<file path="src/rtl/mkey_pkg.sv">
// Shared constants for the keyboard scan-code FIFO.
//   KEY_DW / KEY_AW : default data and address widths
//   depth()         : entry count for a given address width
//   POL_DROP / POL_OVERWRITE : full-policy encodings for the OVERWRITE parameter
package mkey_pkg;

   localparam int unsigned KEY_DW = 8;
   localparam int unsigned KEY_AW = 3;

   localparam int unsigned POL_DROP      = 0;
   localparam int unsigned POL_OVERWRITE = 1;

   // Number of entries addressed by an aw-bit pointer.
   function automatic int unsigned depth(input int unsigned aw);
      return 32'(1) << aw;
   endfunction

endpackage

</file>
<file path="src/rtl/mkey_edge.sv">
// 1-bit synchronous rise detector for request strobes.
//   clk, reset : clock and synchronous active-high reset
//   bypass     : 1 = pass req straight through (pulse-type requests)
//   req        : raw request input
//   take_c     : combinational qualified request
// The history register resets to 1 so a strobe already high at reset release is not taken.
module mkey_edge (
   input  logic clk,
   input  logic reset,
   input  logic bypass,
   input  logic req,
   output logic take_c
);

   logic req_q;
   logic req_d;

   always_comb begin
      req_d  = req;
      take_c = bypass ? req : (req & ~req_q);
   end

   always_ff @(posedge clk) begin
      if (reset) req_q <= 1'b1;
      else       req_q <= req_d;
   end

endmodule

</file>
<file path="src/rtl/mkey_fifo_sync.sv">
// Single-clock keyboard scan-code FIFO with show-ahead head word.
//   clk, reset : clock and synchronous active-high reset
//   wrreq/data : write request (level or pulse, see EDGE) and word to store
//   rdreq      : pop the head word
//   clr        : synchronous flush of pointers, count and overflow flag
//   kcode      : head word, zero when empty
//   kstrobe    : word available
//   bfull/bempty/count : fill state
//   ovf        : sticky flag, a word was dropped or overwritten
module mkey_fifo_sync
   import mkey_pkg::*;
#(
   parameter int unsigned DW        = KEY_DW,
   parameter int unsigned AW        = KEY_AW,
   parameter int unsigned OVERWRITE = POL_DROP,
   parameter int unsigned EDGE      = 1
) (
   input  logic          clk,
   input  logic          reset,
   input  logic          wrreq,
   input  logic [DW-1:0] data,
   input  logic          rdreq,
   input  logic          clr,
   output logic [DW-1:0] kcode,
   output logic          kstrobe,
   output logic          bfull,
   output logic          bempty,
   output logic [AW:0]   count,
   output logic          ovf
);

   localparam int unsigned DEPTH = depth(AW);

   logic [DW-1:0] mem_q [DEPTH];
   logic [AW-1:0] wptr_q, wptr_d;
   logic [AW-1:0] rptr_q, rptr_d;
   logic [AW:0]   count_q, count_d;
   logic          ovf_q, ovf_d;
   logic          we_c, re_c, mem_we_c, full_c, rd_ok_c;

   // Request qualification (rise detect or bypass).
   mkey_edge u_wr_edge (
      .clk    (clk),
      .reset  (reset),
      .bypass (1'(EDGE == 0)),
      .req    (wrreq),
      .take_c (we_c)
   );

   mkey_edge u_rd_edge (
      .clk    (clk),
      .reset  (reset),
      .bypass (1'(EDGE == 0)),
      .req    (rdreq),
      .take_c (re_c)
   );

   // Next-state for pointers, count and overflow flag.
   always_comb begin
      wptr_d   = wptr_q;
      rptr_d   = rptr_q;
      count_d  = count_q;
      ovf_d    = ovf_q;
      mem_we_c = 1'b0;
      full_c   = (count_q == (AW+1)'(DEPTH));
      rd_ok_c  = re_c && (count_q != '0);

      if (clr) begin
         wptr_d  = '0;
         rptr_d  = '0;
         count_d = '0;
         ovf_d   = 1'b0;
      end else if (we_c && rd_ok_c) begin
         // Simultaneous push/pop: occupancy and overflow flag are unchanged even when full.
         mem_we_c = 1'b1;
         wptr_d   = wptr_q + AW'(1);
         rptr_d   = rptr_q + AW'(1);
      end else if (we_c) begin
         if (!full_c) begin
            mem_we_c = 1'b1;
            wptr_d   = wptr_q + AW'(1);
            count_d  = count_q + (AW+1)'(1);
         end else if (OVERWRITE == POL_OVERWRITE) begin
            // Oldest word is discarded by moving the read pointer past it.
            mem_we_c = 1'b1;
            wptr_d   = wptr_q + AW'(1);
            rptr_d   = rptr_q + AW'(1);
            ovf_d    = 1'b1;
         end else begin
            ovf_d = 1'b1;
         end
      end else if (rd_ok_c) begin
         rptr_d  = rptr_q + AW'(1);
         count_d = count_q - (AW+1)'(1);
      end
   end

   always_ff @(posedge clk) begin
      if (reset) begin
         wptr_q  <= '0;
         rptr_q  <= '0;
         count_q <= '0;
         ovf_q   <= 1'b0;
      end else begin
         wptr_q  <= wptr_d;
         rptr_q  <= rptr_d;
         count_q <= count_d;
         ovf_q   <= ovf_d;
      end
   end

   // Storage array, contents deliberately not reset.
   always_ff @(posedge clk) begin
      if (mem_we_c) mem_q[wptr_q] <= data;
   end

   assign kcode   = (count_q != '0) ? mem_q[rptr_q] : '0;
   assign kstrobe = (count_q != '0);
   assign bempty  = (count_q == '0);
   assign bfull   = (count_q == (AW+1)'(DEPTH));
   assign count   = count_q;
   assign ovf     = ovf_q;

endmodule

</file>
<file path="config.mk">
export PLATFORM = sky130hd
export DESIGN_NAME = mkey_fifo_sync
export DESIGN_NICKNAME = d
export VERILOG_FILES = /design/src/rtl/mkey_pkg.sv /design/src/rtl/mkey_edge.sv /design/src/rtl/mkey_fifo_sync.sv
export SDC_FILE = /design/constraint.sdc
export NUM_CORES = 1
export LEC_CHECK = 0
export ABC_AREA = 0
export ABC_CLOCK_PERIOD_IN_PS = 3700
export BUFFER_PORTS_ARGS = -buffer_cell sky130_fd_sc_hd__buf_2
export CAP_MARGIN = 20
export CORE_ASPECT_RATIO = 0.6
export CORE_MARGIN = 5
export CORE_UTILIZATION = 35
export DETAILED_ROUTE_END_ITERATION = 10
export GPL_TIMING_DRIVEN = 0
export MAX_ROUTING_LAYER = met4
export SLEW_MARGIN = 10
export SYNTH_ARGS = -nofsm -noshare
export SYNTH_HDL_FRONTEND = slang
export SYNTH_HIERARCHICAL = 1
export SYNTH_SLANG_ARGS = --single-unit
</file>
<file path="constraint.sdc">
create_clock -name clk -period 3.7 [get_ports clk]
set_input_delay 0.74 -clock clk [delete_from_list [all_inputs] [get_ports clk]]
set_output_delay 0.74 -clock clk [all_outputs]
set_load 0.05 [all_outputs]
</file>
# After elaboration in Yosys (flattened, before gate mapping)
# Memory sizes are Yosys's and may differ from the RTL's. A register that Yosys moved wholly into a read port is not among the register bits.
# Cells that the tools add are included.
# word_totals
reg_bits	13
ram_bits	64
inputBits	13
out_inout_bits	16
elab_cells	50
memories	1
# op_classes
n_addsub	4
n_eq_ne	4
muxes	18
n_bitwise	5
reduce_logical	12
# mem_list
memory	words	width	rd	rd_clocked_by_memory_dff	wr	line	source
mem_q	8	8	1	1	1	mkey_fifo_sync.sv:34	logic [DW-1:0] mem_q [DEPTH];
# ops
operator	count
3-bit 2-to-1 mux	8
4-bit 2-to-1 mux	3
8-bit 2-to-1 mux	1
3-bit by 1-bit adder with 3-bit output (second input constant)	2
1-bit 2-to-1 mux	6
3-bit AND reduction	2
2-bit nonzero test	3
4-bit by 1-bit adder with 4-bit output (second input constant)	1
4-bit equality test (second input constant)	1
4-bit zero test	1
2-bit by 1-bit != test with 1-bit output (second input constant)	2
2-bit AND reduction	2
4-bit nonzero test	1
4-bit by 1-bit subtractor with 4-bit output (second input constant)	1
1-bit inverter	3
1-bit AND	2
1-bit logical AND	2
2-bit != test (second input constant)	1
2-bit OR reduction	1

# Longest topological paths before layout
# logic_depth
ltp_word	8
depth_mapped	10
depth_no_buf	9

# Modules after synthesis
# The synthesis kept the hierarchy.
# modules_own_cells
mod	instances	cells_each	area_each_um2	seq_area_each_um2
mkey_fifo_sync	1	189	3206.8	2202.1
mkey_edge	2	4	37.5	20.0

# Worst setup path before layout
# OpenSTA, ideal clock, no wires.
# synth_timing
path_kind	reg2out
from	register count_q[0] (netlist: count[0])
to	output port kstrobe
arrival_ps	2584
required_ps	2960
setup_slack_ps	376
path_stages_with_launch	3
path_buffers	0
path_cell_list	dfxtp_1 nor4_2 inv_1
# synth_via
elab_chain_len	1
# synth_rtl
item	line	source
from (decl)	mkey_fifo_sync.sv:37	logic [AW:0] count_q, count_d;
from (signal assigned)	mkey_fifo_sync.sv:107	count_q <= count_d;
4-bit nonzero test	mkey_fifo_sync.sv:118	assign kstrobe = (count_q != '0);
to (decl)	mkey_fifo_sync.sv:25	output logic kstrobe,
# No other way between the ends.

==> impl_metrics.env <==
export IMPL_drtIter0Drc=116
export IMPL_overflow=0
export IMPL_grt_pass1_wl_um=10000
export IMPL_gp_congestion=0.764
export IMPL_ys_types=39
export IMPL_nets=262
export IMPL_cp_arrival_ps=2320
export IMPL_synth_ff_latch_count=80
export IMPL_wl_um=6510
export IMPL_grtUsageTotal_pct=12.4
export IMPL_cts_resized=0
export IMPL_cts_root_buf="clkbuf_16"
export IMPL_slew_violations=0
export IMPL_placed_area_um2=3650
export IMPL_via_per_inst=4.69
export IMPL_path_clk_slew_ps=60
export IMPL_initial_core_util_pct=35.8
export IMPL_final_core_util_pct=43.0
export IMPL_fin_crit_ps=3060
export IMPL_maxCapViolCount=0
export IMPL_holdWs_ps=494
export IMPL_synthArstFlopShare_pct=0
export IMPL_cts_max_level=3
export IMPL_endpoint_kind="output pin"
export IMPL_syn_inst=197
export IMPL_wire_per_inst_um=17.3
export IMPL_numCtsBuffers=9
export IMPL_leakage_nw=1.35
export IMPL_die_x_um=135
export IMPL_dp_hpwl_um=4460
export IMPL_power_density_nw_per_um2=519
export IMPL_worstSetupStartpointType="register"
export IMPL_core_um2=9160
export IMPL_required_ps=2960
export IMPL_worstSkewPairLatency_ps=330
export IMPL_pwr_share_clk_pct=41.0
export IMPL_stdcell_count=377
export IMPL_ys_flop_type="edfxtp_1"
export IMPL_synth_edf_count=64
export IMPL_p_switching_mw=0.478
export IMPL_status="finished, final reports clean"
export IMPL_synth_seq_area_share_pct=68.3
export IMPL_drive_gt1_share_pct=31.2
export IMPL_cts_tree="done"
export IMPL_cts_setup_buffers=0
export IMPL_critical_path_class="register to output pin"
export IMPL_tns_ps=0
export IMPL_clock_path_buffers=2
export IMPL_switching_share_pct=23.4
export IMPL_grt_max_degree=14
export IMPL_rows=27
export IMPL_ys_warn_count=6
export IMPL_rsz0062_at_grt="no"
export IMPL_syn_area_um2=3280
export IMPL_r2r_slack_ps=1120
export IMPL_vias=1767
export IMPL_r2r_start="count[0]"
export IMPL_fmax_ghz=0.327
export IMPL_hold_buffers=0
export IMPL_hp_class="register to register"
export IMPL_antenna_left=0
export IMPL_syn2layout_area_growth_pct=19.9
export IMPL_chipHeight_um=85.0
export IMPL_post_route_period_util_pct=82.8
export IMPL_final_cell_mix="edfxtp_1, buf_2, nor2_1"
export IMPL_clkSinkCount=80
export IMPL_io_pins=29
export IMPL_worst_r2r_endpoint="mem_q[5][1]"
export IMPL_grt_pass1_vias=1743
export IMPL_numPortBuffers=28
export IMPL_cpPeakStageDelay_ps=610
export IMPL_skew_ps=7.34
export IMPL_worst_slew_pin_slew_ps=927
export IMPL_reg2reg_depth=8
export IMPL_dieArea_um2=11500
export IMPL_critPathMaxFanout=10
export IMPL_place_ws_ps=558
export IMPL_firstDrtPassIters=4
export IMPL_mostFrequentLayoutCell="edfxtp_1"
export IMPL_p_comb_share_pct=10.3
export IMPL_total_power_mw=2.04
export IMPL_numPlacedInstances=361
export IMPL_finalHoldViolCount=0
export IMPL_setup_viol=0
export IMPL_intPower_mw=1.57
export IMPL_timing_slew_headroom_pct=37.9
export IMPL_synth_avg_cell_area_um2=16.7
export IMPL_ir_worst_vdd_mv=0.232
export IMPL_crit_slowest_cell="buf_1"
export IMPL_worst_slack_ps=637
export IMPL_drc=0
export IMPL_antenna_found_initial=0
export IMPL_design_area_um2=3940
export IMPL_p_seq_share_pct=48.7
export IMPL_path_cells="clkbuf_2 -> buf_1 -> mux4_2 -> mux2i_1 -> nor2_1 -> buf_2"
export IMPL_antenna_cells=0
export IMPL_crit_end="kcode[0]"
## worst min path at each step
stage                    from         to  slack (ps)  depth (start not counted)
CTS                 rptr_q[1]   register         500                          2
finish              rptr_q[1]  rptr_q[1]         490                          2
global route        rptr_q[1]   register         510                          2
global placement    rptr_q[1]  rptr_q[1]         470                          2
floorplan           rptr_q[1]   register         460                          2
detailed placement  rptr_q[1]   register         480                          2
## kinds of logic (layout without fill, tap and decap cells)
family	after synthesis	count (layout)	synth area share [%]
DFF	80	80	68.3
and+or+nand+nor	46	46	7.17
muxes	26	26	14.0
AOI/OAI and AO/OA	19	19	4.38
buffers and inverters	14	63	2.02
adders and majority gates	7	7	2.90
xor gates and xnor gates	4	4	1.07
other	1	2	0.114
## layout make-up
| type | count | area [um^2] |
|---|---|---|
| repair buffers | 33 | 178 |
| fillers | 832 | 5220 |
| clock buffers | 12 | 236 |
| inverters | 7 | 26.3 |
| flip-flops and latches | 80 | 2240 |
| multi-input cells | 104 | 1000 |
| clock inverters | 4 | 46.3 |
| plain buffers | 7 | 40.0 |
| well taps | 130 | 163 |
## power groups by stage
stage                     Clock, mW  Combinational, mW  Sequential, mW
after global routing          0.902              0.225           0.996
after global placement            0              0.203            1.01
after detailed placement          0              0.212            1.01
after floorplan                   0              0.138            1.02
after CTS                     0.861              0.212           0.995
final                         0.839              0.210           0.995
## flip-flops by register name (all words and copies together) (netlist names), named ones only
signal           cells
rptr_q               3
wptr_q               3
ovf                  1
mem_q               64
count                4
u_wr_edge/req_q      1
u_rd_edge/req_q      1
## routing by layer
metal,global-route usage (%),vias to the layer above,part of all wire [%]
met5,-,-,0
met4,4.76,0,1.1
met3,5.27,6,5.5
met2,16.6,39,43
met1,16.7,878,50
li1,-,844,-
## synth_stat cells (2+ instances only)
master	count	area, um^2
nor3_1	3	15.0
edfxtp_1	64	1920
mux2i_1	10	100
xnor2_1	3	26.3
a31o_2	2	17.5
dfxtp_1	16	320
inv_1	7	26.3
buf_1	2	7.51
o21ai_0	3	15.0
a21boi_1	2	15.0
ha_1	6	75.1
nand2_1	7	26.3
a21oi_1	6	30.0
nor2_1	22	82.6
or2_1	2	12.5
mux4_2	16	360
or3_1	2	12.5
nand3_1	3	15.0
## critical path, delay by kind of cell (launching register included)
kind	cells	cell delay, ps
buf+inv	3	1050
simple gates	1	60
mux	2	570
flops	1	300
Power figures use the tool's default switching activity.
